## src/rtl/wb_pkg.sv

```systemverilog
// Shared Wishbone initiator definitions: FSM state encoding, bus constants, request payload.
package wb_pkg;

    localparam int unsigned WB_ADR_W      = 32;
    localparam int unsigned WB_DAT_W      = 32;
    localparam int unsigned WB_SEL_W      = 4;
    localparam int unsigned WB_WORD_BYTES = 4;

    localparam logic [WB_SEL_W-1:0] WB_SEL_ALL = 4'hF;

    // Initiator sequencing states; the *_GAP states hold stb low for one cycle
    typedef enum logic [2:0] {
        IDLE   = 3'd0,
        RD     = 3'd1,
        RD_GAP = 3'd2,
        WR     = 3'd3,
        WR_GAP = 3'd4,
        DONE   = 3'd5
    } wb_state_e;

    // Initiator-driven Wishbone signals, registered as one payload
    typedef struct packed {
        logic                cyc;
        logic                stb;
        logic                we;
        logic [WB_ADR_W-1:0] adr;
        logic [WB_DAT_W-1:0] dat;
        logic [WB_SEL_W-1:0] sel;
    } wb_req_t;

endpackage

```

## src/rtl/wb_access_timer.sv

```systemverilog
// Per-access watchdog: counts waiting cycles of one bus access and flags expiry.
module wb_access_timer #(
    parameter int unsigned TIMEOUT = 255,
    parameter int unsigned TMO_W   = 8
) (
    input  logic clk,
    input  logic rst_n,
    input  logic clear,
    input  logic en,
    output logic expired_c
);

    localparam logic [TMO_W-1:0] LAST = TMO_W'(TIMEOUT - 1);

    logic [TMO_W-1:0] cnt_q;

    // Waiting-cycle counter, restarted whenever the access is not in progress
    always_ff @(posedge clk or negedge rst_n) begin
        if (!rst_n) begin
            cnt_q <= '0;
        end else if (clear) begin
            cnt_q <= '0;
        end else if (en) begin
            cnt_q <= cnt_q + TMO_W'(1);
        end
    end

    // Expiry fires on the waiting cycle that would bring the count to TIMEOUT
    assign expired_c = en & (cnt_q == LAST);

endmodule

```

## src/rtl/wb_block_loader.sv

```systemverilog
// Wishbone classic initiator copying len 32-bit words from src to dst, one read then one write per word.
module wb_block_loader
    import wb_pkg::*;
#(
    parameter int unsigned LEN_W   = 8,
    parameter int unsigned TIMEOUT = 255,
    parameter int unsigned TMO_W   = 8
) (
    input  logic                wb_clk_i,
    input  logic                wb_rst_ni,
    input  logic                start_i,
    input  logic [WB_ADR_W-1:0] src_addr_i,
    input  logic [WB_ADR_W-1:0] dst_addr_i,
    input  logic [LEN_W-1:0]    len_i,
    output logic                busy_o,
    output logic                done_o,
    output logic                err_o,
    output logic                wbm_cyc_o,
    output logic                wbm_stb_o,
    output logic                wbm_we_o,
    output logic [WB_ADR_W-1:0] wbm_adr_o,
    output logic [WB_DAT_W-1:0] wbm_dat_o,
    output logic [WB_SEL_W-1:0] wbm_sel_o,
    input  logic [WB_DAT_W-1:0] wbm_dat_i,
    input  logic                wbm_ack_i,
    input  logic                wbm_err_i
);

    wb_state_e           state_q, state_d;
    logic [WB_ADR_W-1:0] src_q, src_d;
    logic [WB_ADR_W-1:0] dst_q, dst_d;
    logic [LEN_W-1:0]    cnt_q, cnt_d;
    logic [WB_DAT_W-1:0] data_q, data_d;
    wb_req_t             req_q, req_d;
    logic                busy_d, done_d, err_d;
    logic                tmo_expired_c;
    logic                acc_ack_c, acc_abort_c;

    // Handshake qualification: responses only count while strobing, error beats ack
    assign acc_abort_c = wbm_stb_o & (wbm_err_i | tmo_expired_c);
    assign acc_ack_c   = wbm_stb_o & wbm_ack_i & ~wbm_err_i;

    wb_access_timer #(
        .TIMEOUT (TIMEOUT),
        .TMO_W   (TMO_W)
    ) u_timer (
        .clk       (wb_clk_i),
        .rst_n     (wb_rst_ni),
        .clear     (~wbm_stb_o),
        .en        (wbm_stb_o & ~wbm_ack_i & ~wbm_err_i),
        .expired_c (tmo_expired_c)
    );

    // State register
    always_ff @(posedge wb_clk_i or negedge wb_rst_ni) begin
        if (!wb_rst_ni) begin
            state_q <= IDLE;
        end else begin
            state_q <= state_d;
        end
    end

    // Next-state, datapath updates and next values of all registered outputs
    always_comb begin
        state_d = state_q;
        src_d   = src_q;
        dst_d   = dst_q;
        cnt_d   = cnt_q;
        data_d  = data_q;
        err_d   = err_o;

        unique case (state_q)
            IDLE: begin
                if (start_i) begin
                    src_d   = src_addr_i;
                    dst_d   = dst_addr_i;
                    cnt_d   = len_i;
                    err_d   = 1'b0;
                    state_d = (len_i == '0) ? DONE : RD;
                end
            end
            RD: begin
                if (acc_abort_c) begin
                    err_d   = 1'b1;
                    state_d = IDLE;
                end else if (acc_ack_c) begin
                    data_d  = wbm_dat_i;
                    state_d = RD_GAP;
                end
            end
            RD_GAP: state_d = WR;
            WR: begin
                if (acc_abort_c) begin
                    err_d   = 1'b1;
                    state_d = IDLE;
                end else if (acc_ack_c) begin
                    src_d   = src_q + WB_ADR_W'(WB_WORD_BYTES);
                    dst_d   = dst_q + WB_ADR_W'(WB_WORD_BYTES);
                    cnt_d   = cnt_q - LEN_W'(1);
                    state_d = (cnt_q == LEN_W'(1)) ? DONE : WR_GAP;
                end
            end
            WR_GAP:  state_d = RD;
            DONE:    state_d = IDLE;
            default: state_d = IDLE;
        endcase

        req_d     = '0;
        req_d.dat = data_d;
        if ((state_d == RD) || (state_d == WR)) begin
            req_d.cyc = 1'b1;
            req_d.stb = 1'b1;
            req_d.we  = (state_d == WR);
            req_d.adr = (state_d == WR) ? dst_d : src_d;
            req_d.sel = WB_SEL_ALL;
        end

        busy_d = (state_d inside {RD, RD_GAP, WR, WR_GAP});
        done_d = (state_d == DONE);
    end

    // Datapath and output registers
    always_ff @(posedge wb_clk_i or negedge wb_rst_ni) begin
        if (!wb_rst_ni) begin
            src_q  <= '0;
            dst_q  <= '0;
            cnt_q  <= '0;
            data_q <= '0;
            req_q  <= '0;
            busy_o <= 1'b0;
            done_o <= 1'b0;
            err_o  <= 1'b0;
        end else begin
            src_q  <= src_d;
            dst_q  <= dst_d;
            cnt_q  <= cnt_d;
            data_q <= data_d;
            req_q  <= req_d;
            busy_o <= busy_d;
            done_o <= done_d;
            err_o  <= err_d;
        end
    end

    assign wbm_cyc_o = req_q.cyc;
    assign wbm_stb_o = req_q.stb;
    assign wbm_we_o  = req_q.we;
    assign wbm_adr_o = req_q.adr;
    assign wbm_dat_o = req_q.dat;
    assign wbm_sel_o = req_q.sel;

endmodule

```

## config.mk

```make
export PLATFORM = sky130hd
export DESIGN_NAME = wb_block_loader
export DESIGN_NICKNAME = d
export VERILOG_FILES = /design/src/rtl/wb_pkg.sv /design/src/rtl/wb_access_timer.sv /design/src/rtl/wb_block_loader.sv
export SDC_FILE = /design/constraint.sdc
export NUM_CORES = 1
export LEC_CHECK = 0
export ABC_AREA = 1
export BUFFER_PORTS_ARGS = -buffer_cell sky130_fd_sc_hd__buf_2
export CAP_MARGIN = 20
export CORE_MARGIN = 1
export CORE_UTILIZATION = 55
export DETAILED_ROUTE_END_ITERATION = 8
export GPL_ROUTABILITY_DRIVEN = 0
export GPL_TIMING_DRIVEN = 0
export PLACE_DENSITY_LB_ADDON = 0.25
export SLEW_MARGIN = 40
export SYNTH_ARGS = -nofsm -noshare
export SYNTH_HDL_FRONTEND = slang
export SYNTH_SLANG_ARGS = --single-unit
```

## constraint.sdc

```tcl
create_clock -name wb_clk_i -period 2.1 [get_ports wb_clk_i]
set_input_delay 0.42 -clock wb_clk_i [delete_from_list [all_inputs] [get_ports wb_clk_i]]
set_output_delay 0.42 -clock wb_clk_i [all_outputs]
set_load 0.01 [all_outputs]
```

# Word level (Yosys, flattened, before mapping)
# Index checks and enable logic that the tools add are counted.
# op_classes
addsub	4
eq_ne	16
muxes	28
bitwise	10
n_reduce_logical	10
# op_table
cell	count
2-to-1 mux 32 bit	7
case mux 32 bit (2 select lines)	2
adder 32 x 3 -> 32 bit, second input constant	2
2-to-1 mux 8 bit	5
2-to-1 mux 35 bit	1
2-to-1 mux 3 bit	6
case mux 8 bit (2 select lines)	1
case mux 3 bit (5 select lines)	1
equality test 3 x 2 -> 1 bit, second input constant	4
equality test 3 bit, second input constant	3
adder 8 x 1 -> 8 bit, second input constant	1
equality test 8 x 1 -> 1 bit, second input constant	1
equality test 8 bit, second input constant	1
zero test 8 bit	1
subtractor 8 x 1 -> 8 bit, second input constant	1
AND 1 bit	6
equality test 3 x 1 -> 1 bit, second input constant	2
!= test 2 bit, second input constant	3
AND reduction 3 bit	2
2-to-1 mux 4 bit	1
!= test 2 x 1 -> 1 bit, second input constant	2
AND reduction 4 bit	1
nonzero test 2 bit	2
nonzero test 4 bit	1
other kinds (7)	11
# totals
reg_bits	157
output_inout_bits	74
elab_cells	82

# Longest topological paths before layout
# Gate-level depths: netlist of the first run.
# depth
ltp_word	11
mapped_depth	15
depth_no_buf	14

# By module
# From an unflattened synthesis of the first run, not the netlist that was laid out.
# unflattened
hier_cells	1221
hier_area_um2	8588.2
# by_module_without_submodules
mod	instances	cells_each	area_each_um2	seq_area_each_um2
wb_block_loader	1	1157	8114.0	3603.5
wb_access_timer	1	64	474.2	200.2

# Worst setup path after synthesis of the first run
# No wires, ideal clock.
# synth_timing
kind	reg2reg
startpoint	register wbm_sel_o[2] (netlist name)
endpoint	register req_q, in the netlist wbm_adr_o[16]
setup_ns	0.116
arrival_ns	1.746
required_time_ns	1.984
slack_ns	0.238
stages_incl_launch_ff	13
path_buffers	2
period_less_slack_ns	1.862
path_cell_list	dfrtp_1 buf_4 nand2_2 nor2_4 nand3_2 and2_4 o21ai_4 nand2_2 inv_2 buf_4 nand2_1 nand2_1 nor2_1
# synth_lines
item	line_no	rtl
end signal, assigned	wb_block_loader.sv:138	req_q <= req_d;
end, declared	wb_block_loader.sv:34	wb_req_t req_q, req_d;

==> results, run 1 <==
- The flow ran to the end, but the final reports show violations.
- The final reports fail on setup timing.
- After detailed routing, the average wire length per cell comes to 17.4 um.
- The number of hold-slack violations in the final timing report is 0.
- The number of buffer and inverter instances along the worst setup path is 4.
- The worst setup path is captured at a flip-flop.
- The number of sinks driven by the clock tree is 152.
- The filler cells instantiated in the layout total 1272.
- The HPWL after detailed placement is 20000 um.
- Clock-pin slew was measured on the worst setup and hold paths at 0.07 ns.
- The worst-case IR drop observed on VDD is 0.000950 V.
- Across the run, the number of max-cap violations was 0.
- The final critical path takes up 100% of the cycle.
- The clock period minus final worst setup slack is 2.10 ns.
- The number of nets in the layout is 1489.
- The power density over cell area is 1540 nW/um^2.
- The repair_antennas step left the layout with diodes totalling 0.
- The worst hold path belongs to the class in -> reg.
- Along the worst hold path, the cell count comes to 3.
- The delay contributed by the slowest stage of the critical path is 0.42 ns.
- The antenna violation net count after detailed routing is 0.
- The instance count after placement with tap cells included is 1552.
- The critical path arrival is 2.45 ns.
- For this configuration, the core starts out at a cell density of 56.5%.
- During placement, the flow inserted port buffers numbering 182.
- The number of different library cells in the post-synthesis netlist is 45.
- The sequential element share of the synthesized area is 44.1%.
- STA puts the critical path data required time at 2.45 ns.
- The clock tree from TritonCTS is done.
- The top cell family by delay on the critical path is simple AND/OR/NAND/NOR gates.
- The detailed-routing iteration count for the pre-antenna-repair pass is 5.
- The via count of the first global-routing pass is 8567.
- In this run, synthesis inferred 0 flip-flops with an integrated enable.
- The number of synthesized register bits is 152.
- In this run the core area contains 45 standard-cell rows.
- The global router's overall resource usage is 35.6%.
- The max-slew violation total from the final report came to 0.
- The most numerous cell in the Yosys netlist is sky130_fd_sc_hd__nand2_1.
- In this run the static leakage power is 0.00540 uW.
- The largest net degree at the start of global routing is 67.
- In this run the cell area of the synthesized design comes to 8630 um^2.
- Measured in cells, the most critical reg-to-reg path has a length of 12.
- The share of synthesized registers carrying an async set or reset is 100%.
- The total overflow left after global routing is 0.
- The number of antenna violations at the first check in global routing came to 0.
- The launching element type of the critical path is a flip-flop.
- The clock reaches the later pin of the worst-skew pair after 0.43 ns.
- Setup repair after global routing could not meet its margin everywhere.
- The Yosys step of the flow raised 0 warnings.
- The area growth from synthesis to layout is 24.4%.
- The via count is 8937.
- The critical path in this run is classified as reg -> reg.
- Measured on the finished design, the core utilization comes to 70.4%.
- The top cell type by area accounts for 44.1% of the synthesized area.
- At the pin with the least slew margin, the transition time is 0.625 ns.
- The critical path runs through a total of 12 cells.
- In this run the clock root is driven by a sky130_fd_sc_hd__clkbuf_16.
- By area the synthesized netlist is led by sky130_fd_sc_hd__dfrtp_1 (44%), sky130_fd_sc_hd__nand2_1 (16%), sky130_fd_sc_hd__nor2_1 (5.8%), sky130_fd_sc_hd__nand3_1 (5.4%), sky130_fd_sc_hd__inv_1 (4.6%).
- The number of remaining DRC errors is 0.
- The number of clock buffers added by TritonCTS is 17.
- The maximum clock rate is 476 MHz.
- From left edge to right edge, the die measures 127 um.
- The proportion of layout cells with a drive suffix above 1 is 25.4%.
- The die area is 16200 um^2.
- The worst pin sits at a relative slew slack of 58.4%.
- The total setup violations reported at the end of the flow is 1.
- The least setup slack across all paths after layout is -0.000152 ns.
- The boundary pin count is 183.
- The synthesized instance count is 1157.
- Summed over all failing endpoints, the final setup total negative slack is -0.000152 ns.
- A synthesized cell averages 7.46 um^2.
- After the first detailed-routing iteration, the DRC count stood at 1005.
- The longest clock path from root to sink contains 2 buffers.
- The floorplan core area is 15300 um^2.
- The wire length of the first global-routing pass is 43500 um.
- The net count after synthesis is 1272.
- The worst clock skew is 0.0128 ns.
- Summed over all layers, the routed wires come to 27800 um.
- Among all stages on the critical path, the largest delay is contributed by sky130_fd_sc_hd__dfrtp_1.
- The vias per cell is 5.59.
- The setup slack of the worst register-to-register path is -0.0002 ns.
- The largest area contributor in the synthesized netlist is sky130_fd_sc_hd__dfrtp_1.
- The H-tree depth is 4.
- The critical path goes through inv_2 -> nor2_4 -> nand2_2 -> inv_2 -> nand2_1 -> and2_4 -> o21ai_4 -> nand2_4 -> inv_2 -> buf_4 -> nand2_1 -> nand2_1.
- The maximum fanout along the worst path is 10.
- Sorting the synthesized cells by how often they occur yields sky130_fd_sc_hd__nand2_1 (370), sky130_fd_sc_hd__dfrtp_1 (152), sky130_fd_sc_hd__nor2_1 (133).
- The y dimension of the die is 127 um.
- The most used flip-flop cell after synthesis is sky130_fd_sc_hd__dfrtp_1.
- The count of non-filler cells in the finished layout is 1598.
==> registers in the layout, summed over array words and instances, names as in the netlist <==
register and count:
src_q 32, cnt_q 8, wbm_adr_o 32, done_o 1, state_q 3, wbm_we_o 1, dst_q 32, err_o 1
busy_o 1, wbm_dat_o 32, u_timer.cnt_q 8, wbm_sel_o 1
==> path summary, 6_finish.rpt <==
kind / to / start
setup / recovery: wbm_adr_o[22] / state_q[0]
hold / removal: dst_q[24] / dst_addr_i[24]
setup reg to reg: wbm_adr_o[22] / state_q[0]
hold reg to reg: src_q[1] / src_q[1]
max in group asynchronous: dst_q[8] / wb_rst_ni
min in group asynchronous: u_timer.cnt_q[5] / wb_rst_ni
==> through the flow <==
| stage | setup slack, ns | hold slack [ns] | cell area [um^2] | total power, uW |
|---|---|---|---|---|
| detailed placement | -0.362 | 0.312 | 9870 | 12800 |
| finish | -0.000152 | 0.213 | 10700 | 16500 |
| global placement | -1.69 | 0.453 | 9800 | 12500 |
| floorplan | 0.238 | 0.124 | 8630 | 10100 |
| CTS | -0.0408 | 0.208 | 10600 | 16000 |
| global route | -0.0851 | 0.207 | 10700 | 17500 |
==> placed cells by master, fill, tap and decap left out, drive strengths merged, types with 5 or more instances in the layout <==
| master | n |
|---|---|
| nand2 | 379 |
| buf | 223 |
| dfrtp | 152 |
| nor2 | 140 |
| inv | 112 |
| nand3 | 96 |
| o21ai | 70 |
| clkbuf | 36 |
| mux2 | 32 |
| a21oi | 30 |
| a21boi | 14 |
| a22oi | 14 |
| nand4 | 11 |
| nor3 | 11 |
| clkinv | 8 |
| a221oi | 7 |
| a31oi | 6 |
| or2 | 6 |
| ha | 6 |
| o211ai | 5 |
==> report_power, final <==
part	leakage [uW]	internal [uW]	switching (uW)
sequential	0.00191	4230	1030
combinational	0.00322	3050	5240
clock	0.000266	1690	1240
total	0.00540	8970	7520
==> tightest hold or removal path: cells and delay by family <==
kind                   cells  cell delay (ns)
buffers and inverters      1             0.07
AND/OR/NAND/NOR            2             0.11
==> what timing repair did <==
item	in CTS	in global routing
hold endpoints to repair	30	0
setup endpoints to repair	56	57
pin swaps	5	8
setup buffers	8	5
gates resized for setup	21	45
hold buffers	1	0
==> cell families (layout without fill, tap and decap cells) <==
kind of cell / after synthesis / after routing / synth area share [%]
buf+inv: 154 / 384 / 7.67
fa+ha+maj: 6 / 6 / 0.870
xor+xnor: 5 / 5 / 0.508
flops: 152 / 152 / 44.1
compound gates: 158 / 158 / 11.1
mux: 32 / 32 / 4.18
simple gates: 650 / 650 / 31.6
==> layout make-up <==
type / instances / area [um^2] / area share [%]
buffer: 40 / 277 / 2.58
clock buffer: 22 / 464 / 4.32
clock inverter: 10 / 97.6 / 0.909
inverter: 114 / 429 / 4.00
multi-input combinational: 851 / 4310 / 40.1
sequential: 152 / 3800 / 35.4
tap: 211 / 264 / 2.46
timing repair buffer: 198 / 1090 / 10.2
==> routing by layer <==
metal | vias to the layer above | GRT usage (%) | part of all wire [%]
li1 | 4191 | - | -
met2 | 552 | 55.8 | 45
met1 | 4071 | 44.1 | 39
met4 | 0 | 21.2 | 5.4
met3 | 123 | 9.72 | 11
met5 | - | 0 | 0
Power figures use the tool's default switching activity.
==> run 2: changes to the inputs <==
- CORE_UTILIZATION: 55 -> 40
- PLACE_DENSITY: unset -> 0.59
- PLACE_DENSITY_LB_ADDON: 0.25 -> unset
- REMOVE_ABC_BUFFERS: unset -> 1
==> results, run 2 (synthesized netlist as in run 1, its figures left out) <==
- The kind of end point of the critical path is a flip-flop (unchanged).
- The number of nets in the layout came to 1482 (was 1489).
- The total wire length is 28100 um (was 27800 um).
- The measured slew at the worst slew-check pin is 0.438 ns (was 0.625 ns).
- The HPWL after detailed placement is 17700 um (was 20000 um).
- The number of sinks driven by the clock tree came to 152 (unchanged).
- The antenna violation net count after detailed routing is 0 (unchanged).
- The largest net degree at the start of global routing is 74 (was 67).
- The proportion of layout cells with a drive suffix above 1 was 26.0% (was 25.4%).
- The total grt overflow is 0 (unchanged).
- The maximum fanout along the worst path is 13 (was 10).
- The die area is 22200 um^2 (was 16200 um^2).
- The maximum clock rate came to 479 MHz (was 476 MHz).
- The vias per cell is 5.14 (was 5.59).
- The floorplan row count is 53 (was 45).
- The number of antenna violations at the first check in global routing is 0 (unchanged).
- The detailed-routing iteration count for the pre-antenna-repair pass was 5 (unchanged).
- The average wire per standard cell came to 17.0 um (was 17.4 um).
- The wire length of the first global-routing pass is 42900 um (was 43500 um).
- Commonest cells after routing, fill and taps aside: sky130_fd_sc_hd__nand2_1 (364), sky130_fd_sc_hd__buf_2 (181), sky130_fd_sc_hd__dfrtp_1 (149) (was sky130_fd_sc_hd__nand2_1 (366), sky130_fd_sc_hd__buf_2 (189), sky130_fd_sc_hd__dfrtp_1 (151)).
- The area growth from synthesis to layout came to 28.1% (was 24.4%).
- The slowest cell on the critical path is sky130_fd_sc_hd__dfrtp_2 (was sky130_fd_sc_hd__dfrtp_1).
- Cell-by-cell listing of the critical path: nor2_4 -> buf_12 -> nand2_8 -> inv_16 -> nand2_1 -> and2_4 -> o21ai_4 -> buf_4 -> nor2_4 -> buf_12 -> nand2_1 -> o21ai_0 (was inv_2 -> nor2_4 -> nand2_2 -> inv_2 -> nand2_1 -> and2_4 -> o21ai_4 -> nand2_4 -> inv_2 -> buf_4 -> nand2_1 -> nand2_1).
- The clock transition time at the flip-flop clock pins of the worst setup and hold paths is 0.07 ns (about the same).
- The global router's overall resource usage is 25.8% (was 35.6%).
- The max-capacitance violation count is 0 (unchanged).
- The type of the most critical hold path is in -> reg (unchanged).
- The clock latency reported for the late side of the worst-skew pair came to 0.43 ns (about the same).
- The initial detailed-routing violation count was 606 (was 1005).
- The top cell family by delay on the critical path was simple AND/OR/NAND/NOR gates (unchanged).
- Result of the run: finished clean (was complete, but fails checks).
- The count of antenna diodes in the layout is 0 (unchanged).
- The clock tree from TritonCTS is done (unchanged).
- The count of input and output buffers is 182 (unchanged).
- The floorplan die width is 149 um (was 127 um).
- The power density over cell area is 1530 nW/um^2 (was 1540 nW/um^2).
- The via count of the first global-routing pass was 7858 (was 8567).
- The fraction of the cycle the final worst path needs is 99.4% (was 100%).
- The launching element type of the critical path was a flip-flop (unchanged).
- The floorplan core area came to 21100 um^2 (was 15300 um^2).
- The total power is 16900 uW (was 16500 uW).
- The worst clock skew was 0.0107 ns (was 0.0128 ns).
- The worst slew slack as a fraction of its limit is 70.8% (was 58.4%).
- The y dimension of the die is 149 um (was 127 um).
- The number of hold-slack violations in the final timing report came to 0 (unchanged).
- The most frequent standard cell in the layout excluding fill and tap cells was sky130_fd_sc_hd__nand2_1 (unchanged).
- The setup TNS after final layout is 0 ns (was -0.000152 ns).
- The via count is 8499 (was 8937).
- The boundary pin count came to 183 (unchanged).
- The number of buffer and inverter instances along the worst setup path is 4 (unchanged).
- The post-route core utilization came to 52.4% (was 70.4%).
- The data required time of the worst path came to 2.39 ns (was 2.45 ns).
- The category of the most critical setup path is reg -> reg (unchanged).
- The worst vdd rail ir drop is 0.000677 V (was 0.000950 V).
- The root buffer cell is sky130_fd_sc_hd__clkbuf_16 (unchanged).
- The maximum buffer depth of the clock tree is 2 (unchanged).
- The critical path arrival was 2.38 ns (was 2.45 ns).
- The total clock buffers created by CTS is 17 (unchanged).
- The effective utilization at floorplan was 40.9% (was 56.5%).
- The clock period minus final worst setup slack came to 2.09 ns (was 2.10 ns).
- The H-tree depth is 4 (unchanged).
- The max-slew violation total from the final report is 0 (unchanged).
- The cell leakage power is 0.00547 uW (was 0.00540 uW).
- Unrepaired setup endpoints after global routing: true (unchanged).
- The number of remaining DRC errors is 0 (unchanged).
- The total setup violations reported at the end of the flow is 0 (was 1).
- The delay contributed by the slowest stage of the critical path is 0.45 ns (was 0.42 ns).
## run 2: worst paths after layout
check | startpoint | endpoint | slack (ns) | cells after the start
hold / removal | dst_addr_i[24] | dst_q[24] | 0.21 | 3
setup reg to reg | state_q[2] | wbm_adr_o[4] | 0.01 | 12
setup / recovery | state_q[2] | wbm_adr_o[4] | 0.01 | 12
hold reg to reg | src_q[0] | src_q[0] | 0.48 | 2
min in group asynchronous | wb_rst_ni | cnt_q[2] | 0.39 | 2
max in group asynchronous | wb_rst_ni | wbm_adr_o[22] | 1.11 | 3
## run 2: cell type report
class	instances	area, um^2
clock buffers	18	439
clock inverters	14	138
fillers	2076	10000
inverters	114	478
multi-input cells	856	4440
flip-flops and latches	152	3810
well taps	275	344
repair buffers	221	1370
repair inverters	5	43.8
## run 2: what timing repair did
| action | in CTS | in global routing |
|---|---|---|
| hold endpoints to repair | 12 | 0 |
| setup buffers | 28 | 10 |
| setup endpoints to repair | 137 | 43 |
| pin swaps | 12 | 11 |
| hold buffers | 1 | 0 |
| resized for setup | 39 | 32 |
| cloned | 10 | 0 |
## run 2: where the power goes
part / internal [uW] / total, uW / switching, uW
registers: 4230 / 5240 / 1020
clock network: 1690 / 3050 / 1360
logic: 3190 / 8600 / 5410
## run 2: layer usage
layer  up-vias  GRT usage, %  wire (um)
li1       4182             -          -
met1      3930          35.8      12500
met2       337          40.7      12800
met3        50          4.50       2160
met4         0          8.42        641
met5         -             0          0
## run 2: worst reg2reg max path, stage by stage (launching register included)
cell                      delay (ns)
sky130_fd_sc_hd__dfrtp_2        0.45
sky130_fd_sc_hd__nor2_4         0.17
sky130_fd_sc_hd__buf_12         0.13
sky130_fd_sc_hd__nand2_8        0.10
sky130_fd_sc_hd__inv_16         0.09
sky130_fd_sc_hd__nand2_1        0.10
sky130_fd_sc_hd__and2_4         0.17
sky130_fd_sc_hd__o21ai_4        0.20
sky130_fd_sc_hd__buf_4          0.18
sky130_fd_sc_hd__nor2_4         0.05
sky130_fd_sc_hd__buf_12         0.15
sky130_fd_sc_hd__nand2_1        0.06
sky130_fd_sc_hd__o21ai_0        0.10
## run 2: through the flow
stage          instance area, um^2  cells  hold WS [ns]  setup WS, ns
6_report                     11100   1655         0.212        0.0133
5_1_grt                      11100   1655         0.206       -0.0334
2_1_floorplan                 8390   1117         0.124        -0.804
3_3_place_gp                  9650   1574         0.454         -1.97
4_1_cts                      10800   1646         0.203      -0.00365
3_5_place_dp                  9730   1576         0.249         -1.55
